`src/rtl/arith_pkg.sv`:
```
// -----------------------------------------------------------------------------
// arith_pkg
//   Shared constants for the arithmetic datapath family (adders/subtractors).
//
//   RCS_DEFAULT_WIDTH   : default operand/result width of rcs_32bit.
//   RCS_RESULT_RST_BIT  : reset value of a single result bit. Replicate it to
//                         any width, e.g. {WIDTH{RCS_RESULT_RST_BIT}}.
//   RCS_BORROW_RST      : reset value of the registered borrow flag.
//   RCS_BORROW_IN       : borrow-in fed to the least significant cell.
// -----------------------------------------------------------------------------
package arith_pkg;

  localparam int RCS_DEFAULT_WIDTH = 32;

  // The result resets to all zeros. It is stored as a single bit so that it
  // can be replicated to whatever WIDTH a given instance uses.
  localparam logic RCS_RESULT_RST_BIT = 1'b0;
  localparam logic RCS_BORROW_RST     = 1'b0;

  // A plain subtract (no borrow chained in from a lower word).
  localparam logic RCS_BORROW_IN      = 1'b0;

endpackage : arith_pkg

```
`src/rtl/full_subtractor.sv`:
```
// -----------------------------------------------------------------------------
// full_subtractor
//   1-bit full-subtractor cell. Computes a - b - bin for one bit position.
//
//   Ports:
//     a    : minuend bit
//     b    : subtrahend bit
//     bin  : borrow in from the next less significant cell
//     d    : difference bit
//     bout : borrow out to the next more significant cell
// -----------------------------------------------------------------------------
module full_subtractor (
  input  logic a,
  input  logic b,
  input  logic bin,
  output logic d,
  output logic bout
);

  logic a_xor_b;

  assign a_xor_b = a ^ b;
  assign d       = a_xor_b ^ bin;

  // Borrow when the subtrahend bit exceeds the minuend bit, or when the two
  // bits are equal and a borrow is already pending from below.
  assign bout = (~a & b) | (~a_xor_b & bin);

endmodule : full_subtractor

```
`src/rtl/rcs_32bit.sv`:
```
// -----------------------------------------------------------------------------
// rcs_32bit
//   Registered ripple-carry subtractor: sum = a - b (mod 2^WIDTH), with the
//   borrow-out reported on 'carry' (1 iff a < b, unsigned). One cycle latency,
//   one operation per cycle, no backpressure.
//
//   Parameters:
//     WIDTH     : operand/result width in bits (>= 1)
//
//   Ports:
//     clk       : rising-edge clock
//     rst_n     : asynchronous active-low reset
//     in_valid  : a/b are valid this cycle; result registers load only then
//     a         : minuend (unsigned)
//     b         : subtrahend (unsigned)
//     sum       : registered difference (name shared with the adder family)
//     carry     : registered borrow-out (borrow sense, not adder carry)
//     out_valid : sum/carry were captured from an in_valid cycle
// -----------------------------------------------------------------------------
module rcs_32bit
  import arith_pkg::*;
#(
  parameter int WIDTH = RCS_DEFAULT_WIDTH
) (
  input  logic             clk,
  input  logic             rst_n,
  input  logic             in_valid,
  input  logic [WIDTH-1:0] a,
  input  logic [WIDTH-1:0] b,
  output logic [WIDTH-1:0] sum,
  output logic             carry,
  output logic             out_valid
);

  localparam logic [WIDTH-1:0] SUM_RST = {WIDTH{RCS_RESULT_RST_BIT}};

  // ---------------------------------------------------------------------------
  // Ripple chain. borrow_chain[i] is the borrow into cell i; the top entry is
  // the borrow out of the most significant cell.
  // ---------------------------------------------------------------------------
  logic [WIDTH:0]   borrow_chain;
  logic [WIDTH-1:0] diff;

  assign borrow_chain[0] = RCS_BORROW_IN;

  generate
    for (genvar gi = 0; gi < WIDTH; gi++) begin : g_cell
      full_subtractor u_fs (
        .a    (a[gi]),
        .b    (b[gi]),
        .bin  (borrow_chain[gi]),
        .d    (diff[gi]),
        .bout (borrow_chain[gi+1])
      );
    end
  endgenerate

  // ---------------------------------------------------------------------------
  // Output registers. The result holds across idle cycles; out_valid follows
  // in_valid every cycle so it marks only freshly captured results.
  // ---------------------------------------------------------------------------
  logic [WIDTH-1:0] sum_d, sum_q;
  logic             carry_d, carry_q;
  logic             out_valid_d, out_valid_q;

  always_comb begin
    sum_d       = sum_q;
    carry_d     = carry_q;
    out_valid_d = in_valid;
    if (in_valid) begin
      sum_d   = diff;
      carry_d = borrow_chain[WIDTH];
    end
  end

  always_ff @(posedge clk or negedge rst_n) begin
    if (!rst_n) begin
      sum_q       <= SUM_RST;
      carry_q     <= RCS_BORROW_RST;
      out_valid_q <= 1'b0;
    end else begin
      sum_q       <= sum_d;
      carry_q     <= carry_d;
      out_valid_q <= out_valid_d;
    end
  end

  assign sum       = sum_q;
  assign carry     = carry_q;
  assign out_valid = out_valid_q;

endmodule : rcs_32bit

```
`config.mk`:
```
export PLATFORM = sky130hd
export DESIGN_NAME = rcs_32bit
export DESIGN_NICKNAME = d
export VERILOG_FILES = /design/src/rtl/arith_pkg.sv /design/src/rtl/full_subtractor.sv /design/src/rtl/rcs_32bit.sv
export SDC_FILE = /design/constraint.sdc
export NUM_CORES = 1
export LEC_CHECK = 0
export BUFFER_PORTS_ARGS = -buffer_cell sky130_fd_sc_hd__buf_2
export CAP_MARGIN = 30
export CORE_MARGIN = 4
export CORE_UTILIZATION = 48
export CTS_CLUSTER_DIAMETER = 60
export DETAILED_ROUTE_END_ITERATION = 12
export PLACE_DENSITY = 0.81
export SLEW_MARGIN = 25
export SYNTH_ARGS = -nofsm -noshare
export SYNTH_HDL_FRONTEND = slang
export SYNTH_HIERARCHICAL = 1
export SYNTH_SLANG_ARGS = --single-unit
```
`constraint.sdc`:
```
create_clock -name clk -period 0.95 [get_ports clk]
set_input_delay 0.0475 -clock clk [delete_from_list [all_inputs] [get_ports clk]]
set_output_delay 0.0475 -clock clk [all_outputs]
set_load 0.03 [all_outputs]
```
# After elaboration in Yosys (flattened, before gate mapping)
# Index checks and enable logic that the tools add are counted.
[classes] bitwise_logic=220
[ops] op="1-bit AND" count=63
[ops] op="1-bit inverter" count=63
[ops] op="1-bit bitwise XOR" count=63
[ops] op="1-bit OR" count=31
[totals] reg_bits=34 out_inout_bits=34 wordCells=223

# Depth between registers and ports, before layout
[depth] depth_word=64 mapped_depth=64 depth_no_buf=64

# Cells and area by module
# The synthesis kept the hierarchy.
[by_module_without_submodules] module="rcs_32bit" n_inst=1 cells_each=72 area_each_um2=1410.1 seq_area_each_um2=850.8
[by_module_without_submodules] module="full_subtractor at g_cell[0].u_fs ..." n_inst=15 cells_each=4 area_each_um2=31.3 seq_area_each_um2=0.0
[by_module_without_submodules] module="full_subtractor at g_cell[23].u_fs ..." n_inst=17 cells_each=3 area_each_um2=27.5 seq_area_each_um2=0.0

# Worst setup path before layout
# OpenSTA, ideal clock, no wires.
[synth_timing] path_type="input port to flip-flop" start="in b[0]" end="reg sum_q[31], in the netlist sum[31]" setup_time_ps=125 t_arrival_ps=10300 setup_slack_ps=-9474 stages=64 n_path_buf=0 path_cell_list="inv_1 -> fa_1 -> inv_1 -> inv_1 -> fa_1 -> inv_1 -> fa_1 -> fa_1 -> fa_1 -> fa_1 -> fa_1 -> fa_1 -> fa_1 -> fa_1 -> inv_1 -> fa_1 -> inv_1 -> inv_1 -> [... 28 more ...] -> inv_1 -> inv_1 -> fa_1 -> inv_1 -> inv_1 -> fa_1 -> inv_1 -> fa_1 -> fa_1 -> fa_1 -> fa_1 -> fa_1 -> fa_1 -> fa_1 -> fa_1 -> fa_1 -> inv_1 -> mux2_2"
[synth_between] elab_chain_cells=62
[synth_lines] item="start, declared" line="rcs_32bit.sv:29" text="input logic [WIDTH-1:0] b,"
[synth_lines] item="1-bit AND" line="full_subtractor.sv:27" text="assign bout = (~a & b) | (~a_xor_b & bin);"
[synth_lines] item="named net borrow_chain[1]" line="rcs_32bit.sv:41" text="logic [WIDTH:0] borrow_chain;"
[synth_lines] item="1-bit AND" line="full_subtractor.sv:27"
[synth_lines] item="1-bit OR" line="full_subtractor.sv:27"
[synth_lines] item="named net borrow_chain[2]" line="rcs_32bit.sv:41"
[synth_lines] item="1-bit AND" line="full_subtractor.sv:27"
[synth_lines] item="1-bit OR" line="full_subtractor.sv:27"
[synth_lines] item="named net borrow_chain[3]" line="rcs_32bit.sv:41"
[synth_lines] item="[... 2 more ...]"
[synth_lines] item="named net borrow_chain[4]" line="rcs_32bit.sv:41"
[synth_lines] item="[... 2 more ...]"
[synth_lines] item="named net borrow_chain[5]" line="rcs_32bit.sv:41"
[synth_lines] item="[... 2 more ...]"
[synth_lines] item="named net borrow_chain[6]" line="rcs_32bit.sv:41"
[synth_lines] item="[... 2 more ...]"
[synth_lines] item="named net borrow_chain[7]" line="rcs_32bit.sv:41"
[synth_lines] item="[... 2 more ...]"
[synth_lines] item="named net borrow_chain[8]" line="rcs_32bit.sv:41"
[synth_lines] item="[... 2 more ...]"
[synth_lines] item="named net borrow_chain[9]" line="rcs_32bit.sv:41"
[synth_lines] item="[... 2 more ...]"
[synth_lines] item="named net borrow_chain[10]" line="rcs_32bit.sv:41"
[synth_lines] item="[... 2 more ...]"
[synth_lines] item="named net borrow_chain[11]" line="rcs_32bit.sv:41"
[synth_lines] item="[... 2 more ...]"
[synth_lines] item="named net borrow_chain[12]" line="rcs_32bit.sv:41"
[synth_lines] item="[... 2 more ...]"
[synth_lines] item="named net borrow_chain[13]" line="rcs_32bit.sv:41"
[synth_lines] item="[... 2 more ...]"
[synth_lines] item="named net borrow_chain[14]" line="rcs_32bit.sv:41"
[synth_lines] item="[... 2 more ...]"
[synth_lines] item="named net borrow_chain[15]" line="rcs_32bit.sv:41"
[synth_lines] item="[... 2 more ...]"
[synth_lines] item="named net borrow_chain[16]" line="rcs_32bit.sv:41"
[synth_lines] item="[... 2 more ...]"
[synth_lines] item="named net borrow_chain[17]" line="rcs_32bit.sv:41"
[synth_lines] item="[... 2 more ...]"
[synth_lines] item="named net borrow_chain[18]" line="rcs_32bit.sv:41"
[synth_lines] item="[... 2 more ...]"
[synth_lines] item="named net borrow_chain[19]" line="rcs_32bit.sv:41"
[synth_lines] item="[... 2 more ...]"
[synth_lines] item="named net borrow_chain[20]" line="rcs_32bit.sv:41"
[synth_lines] item="[... 2 more ...]"
[synth_lines] item="named net borrow_chain[21]" line="rcs_32bit.sv:41"
[synth_lines] item="[... 2 more ...]"
[synth_lines] item="named net borrow_chain[22]" line="rcs_32bit.sv:41"
[synth_lines] item="[... 2 more ...]"
[synth_lines] item="named net borrow_chain[23]" line="rcs_32bit.sv:41"
[synth_lines] item="[... 2 more ...]"
[synth_lines] item="named net borrow_chain[24]" line="rcs_32bit.sv:41"
[synth_lines] item="[... 2 more ...]"
[synth_lines] item="named net borrow_chain[25]" line="rcs_32bit.sv:41"
[synth_lines] item="[... 2 more ...]"
[synth_lines] item="named net borrow_chain[26]" line="rcs_32bit.sv:41"
[synth_lines] item="[... 2 more ...]"
[synth_lines] item="named net borrow_chain[27]" line="rcs_32bit.sv:41"
[synth_lines] item="[... 2 more ...]"
[synth_lines] item="named net borrow_chain[28]" line="rcs_32bit.sv:41"
[synth_lines] item="[... 2 more ...]"
[synth_lines] item="named net borrow_chain[29]" line="rcs_32bit.sv:41"
[synth_lines] item="1-bit AND" line="full_subtractor.sv:27"
[synth_lines] item="1-bit OR" line="full_subtractor.sv:27"
[synth_lines] item="named net borrow_chain[30]" line="rcs_32bit.sv:41"
[synth_lines] item="1-bit AND" line="full_subtractor.sv:27"
[synth_lines] item="1-bit OR" line="full_subtractor.sv:27"
[synth_lines] item="named net borrow_chain[31]" line="rcs_32bit.sv:41"
[synth_lines] item="1-bit bitwise XOR" line="full_subtractor.sv:23" text="assign d = a_xor_b ^ bin;"
[synth_lines] item="named net diff[31]" line="rcs_32bit.sv:42" text="logic [WIDTH-1:0] diff;"
[synth_lines] item="end signal, assigned" line="rcs_32bit.sv:82" text="sum_q <= sum_d;"
[synth_lines] item="end, declared" line="rcs_32bit.sv:62" text="logic [WIDTH-1:0] sum_d, sum_q;"
# The timed path passes the listed nets, and every way through them passes these cells.
# A chain may end at the register's enable or synchronous reset.

# Final worst setup path
# Ends and elaborated chain as after synthesis.

==> impl_results.md <==
- Status: finished with violations
- Failing checks: setup timing
- Reg2reg end: sum[29]
- Area Growth Syn to Fin: 34.5%
- GRT Residual Overflow: 0
- Vias post-DR: 1499
- Post-route setup TNS: -160.29 ns
- Initial Util: 49.7%
- Beginning of the worst hold path: in_valid
- Vias in the first global route: 1766
- RSZ-0062 raised after global routing: true
- Share of cells above drive strength 1: 74.6%
- Share of Yosys cell area claimed by the top area cell type: 36.2%
- R2R depth: 1
- Slack of the critical path: -9.34 ns
- Period utilisation layout: 1080%
- Sequential power share: 34.4%
- Cell taking the most area after synthesis: dfrtp_1
- RR Startpoint: sum[29]
- Maxcap violations: 0
- CTS max path bufs: 2
- Synth warn: 6
- # diodes: 0
- Fill cells: 364
- Ranking of synthesized cells by area: dfrtp_1 36%, fa_1 27%, mux2_4 19%
- Num rows: 25
- Tmin final: 10.29 ns
- Clk Latency, worst-skew pair: 0.27 ns
- Worst Path Required: 1.11 ns
- First-pass GRT wire length: 7980 um
- R2r setup slk: 0.17 ns
- CP max stage cell: fa_2
- WL/cell: 13.1 um
- Crit path launch type: input pin
- Hold Path Stages: 2
- Avg Cell Area, Syn: 12.8 um^2
- Largest net degree at the start of global routing: 35
- Register clock-pin slew on the reported worst setup and hold paths: 0.07 ns
- CP bufs+invs: 32
- Pwr dens: 1830 mW/mm^2
- Port Buffers: 100
- P_sw: 0.00209 W
- CP delay by family, top: adder cells
- F_max: 97.2 MHz
- CTS buffer count: 5
- Crit. End Element: register
- Highest net fanout along the worst path: 1
- Final Total Pwr: 0.00578 W
- Most frequent cells in the layout: 98 x buf_2, 42 x inv_2, 36 x inv_1, 34 x dfrtp_1, 33 x mux2_4
- Crit path top cell by count: fa_2
- Mapped Cells: 183
- Cell internal pwr: 0.00368 W
- Syn Nets: 282
- Switching share of power: 36.3%
- # clock sinks: 34
- Core region area: 0.00472 mm^2
- Unique masters post-synth: 8
- GP Congestion: 0.693
- I/O pins: 101
- H-tree levels: 2
- Most common cell after layout, fill and taps aside: buf_2
- Nets@finish: 389
- Die Height: 77.9 um
- DP HPWL: 3730 um
- Initial antenna violation count: 0
- Worst slack, placed: -9.77 ns
- Clock Root Buffer: clkbuf_8
- Slowest stage delay, CP: 0.52 ns
- Hold Path Class: input pin to register
- CTS tree: built
- DRC: 0
- Seq/Total Area, Yosys: 36.2%
- Worst Hold End: out_valid
- Setup violators final: 32
- Die area: 0.00607 mm^2
- Leakage power: 1.74 nW
- Peak VDD IR: 1160 uV
- DR vias/cell: 4.19
- Chip width: 77.9 um
- Comb pwr share: 43.5%
- Worst Path Arrival: 10.46 ns
- Number of antenna-violating nets in the routed design: 0
- Critical path type: input pin to register
- Pins over their slew limit: 0
- Mapped Area: 0.00235 mm^2
- Total GRT Usage: 17.0%
- Yosys reg bits: 34
- Hold Vio Cnt, Final: 0
- Wire length after detailed routing: 4690 um
- Final clock skew: 0 ns
- Clock power share: 22.1%
- Drt first-iter violations: 57
- Router iterations before antenna repair: 2
==> sequential cells by signal, indices dropped and copies added (netlist names) <==
name / cells
carry: 1
out_valid: 1
sum: 32
==> layer usage <==
layer  wire length [um]  global-route usage [%]  up-vias
li1                   -                       -      713
met5                  0                       0        -
met4                 29                    3.67        0
met2               2630                    32.2       56
met1               1730                    19.4      726
met3                292                    4.06        4
==> stage by stage <==
step | utilization [%] | hold slack (ns) | instances | cell area (um^2)
finish | 66.8 | 0.129 | 358 | 3160
global route | 66.8 | 0.119 | 358 | 3160
CTS | 66.8 | 0.122 | 358 | 3150
detailed placement | 63.4 | 0.0239 | 349 | 3000
global placement | 63.4 | 0.0190 | 349 | 3000
floorplan | - | -0.248 | 183 | 2420
==> area by class of cell <==
class / count / area, um^2 / share of cell area [%]
Tap cell: 67 / 83.8 / 2.66
Clock inverter: 1 / 30.0 / 0.951
Timing Repair Buffer: 104 / 587 / 18.6
Inverter: 79 / 309 / 9.79
Clock buffer: 7 / 76.3 / 2.42
Multi-Input combinational cell: 66 / 1220 / 38.6
Sequential cell: 34 / 851 / 27.0
==> cell families (layout without fill, tap and decap cells) <==
family / Yosys count / in the layout / synth area share [%]
flip-flops: 34 / 34 / 36.2
other: 1 / 1 / 0.160
adder cells (fa/ha/maj): 32 / 32 / 27.3
multiplexers: 33 / 33 / 20.6
buffers and inverters: 83 / 191 / 15.7
==> worst max-delay path by stage <==
| stage | from | end | slack [ns] | cells after the start |
|---|---|---|---|---|
| 2_1_floorplan | b[0] | sum[31] | -9.02 | 64 |
| 3_3_place_gp | b[0] | sum[31] | -9.49 | 65 |
| 3_5_place_dp | b[0] | sum[31] | -9.77 | 65 |
| 4_1_cts | b[0] | sum[31] | -9.47 | 65 |
| 5_1_grt | b[0] | sum[31] | -9.75 | 65 |
| 6_report | b[0] | sum[31] | -9.34 | 65 |
==> synth_stat cells <==
cell     number
buf_12        3
buf_6         1
mux2_2        3
fa_1         32
inv_1        79
dfrtp_1      34
mux2_4       30
conb_1        1
==> what timing repair did <==
item,in CTS,in global routing
hold buffers,1,0
setup endpoints to repair,32,32
buffers inserted,0,0
pin swaps,2,0
gates resized for setup,34,19
hold endpoints to repair,34,0
==> power by group through the flow <==
stage	combinational, W	sequential (W)	clock [W]
after floorplan	0.000947	0.00270	0
after global placement	0.00233	0.00199	0
after detailed placement	0.00242	0.00200	0
after CTS	0.00251	0.00199	0.00130
after global routing	0.00273	0.00203	0.00140
final	0.00251	0.00198	0.00128
Power figures use the tool's default switching activity.
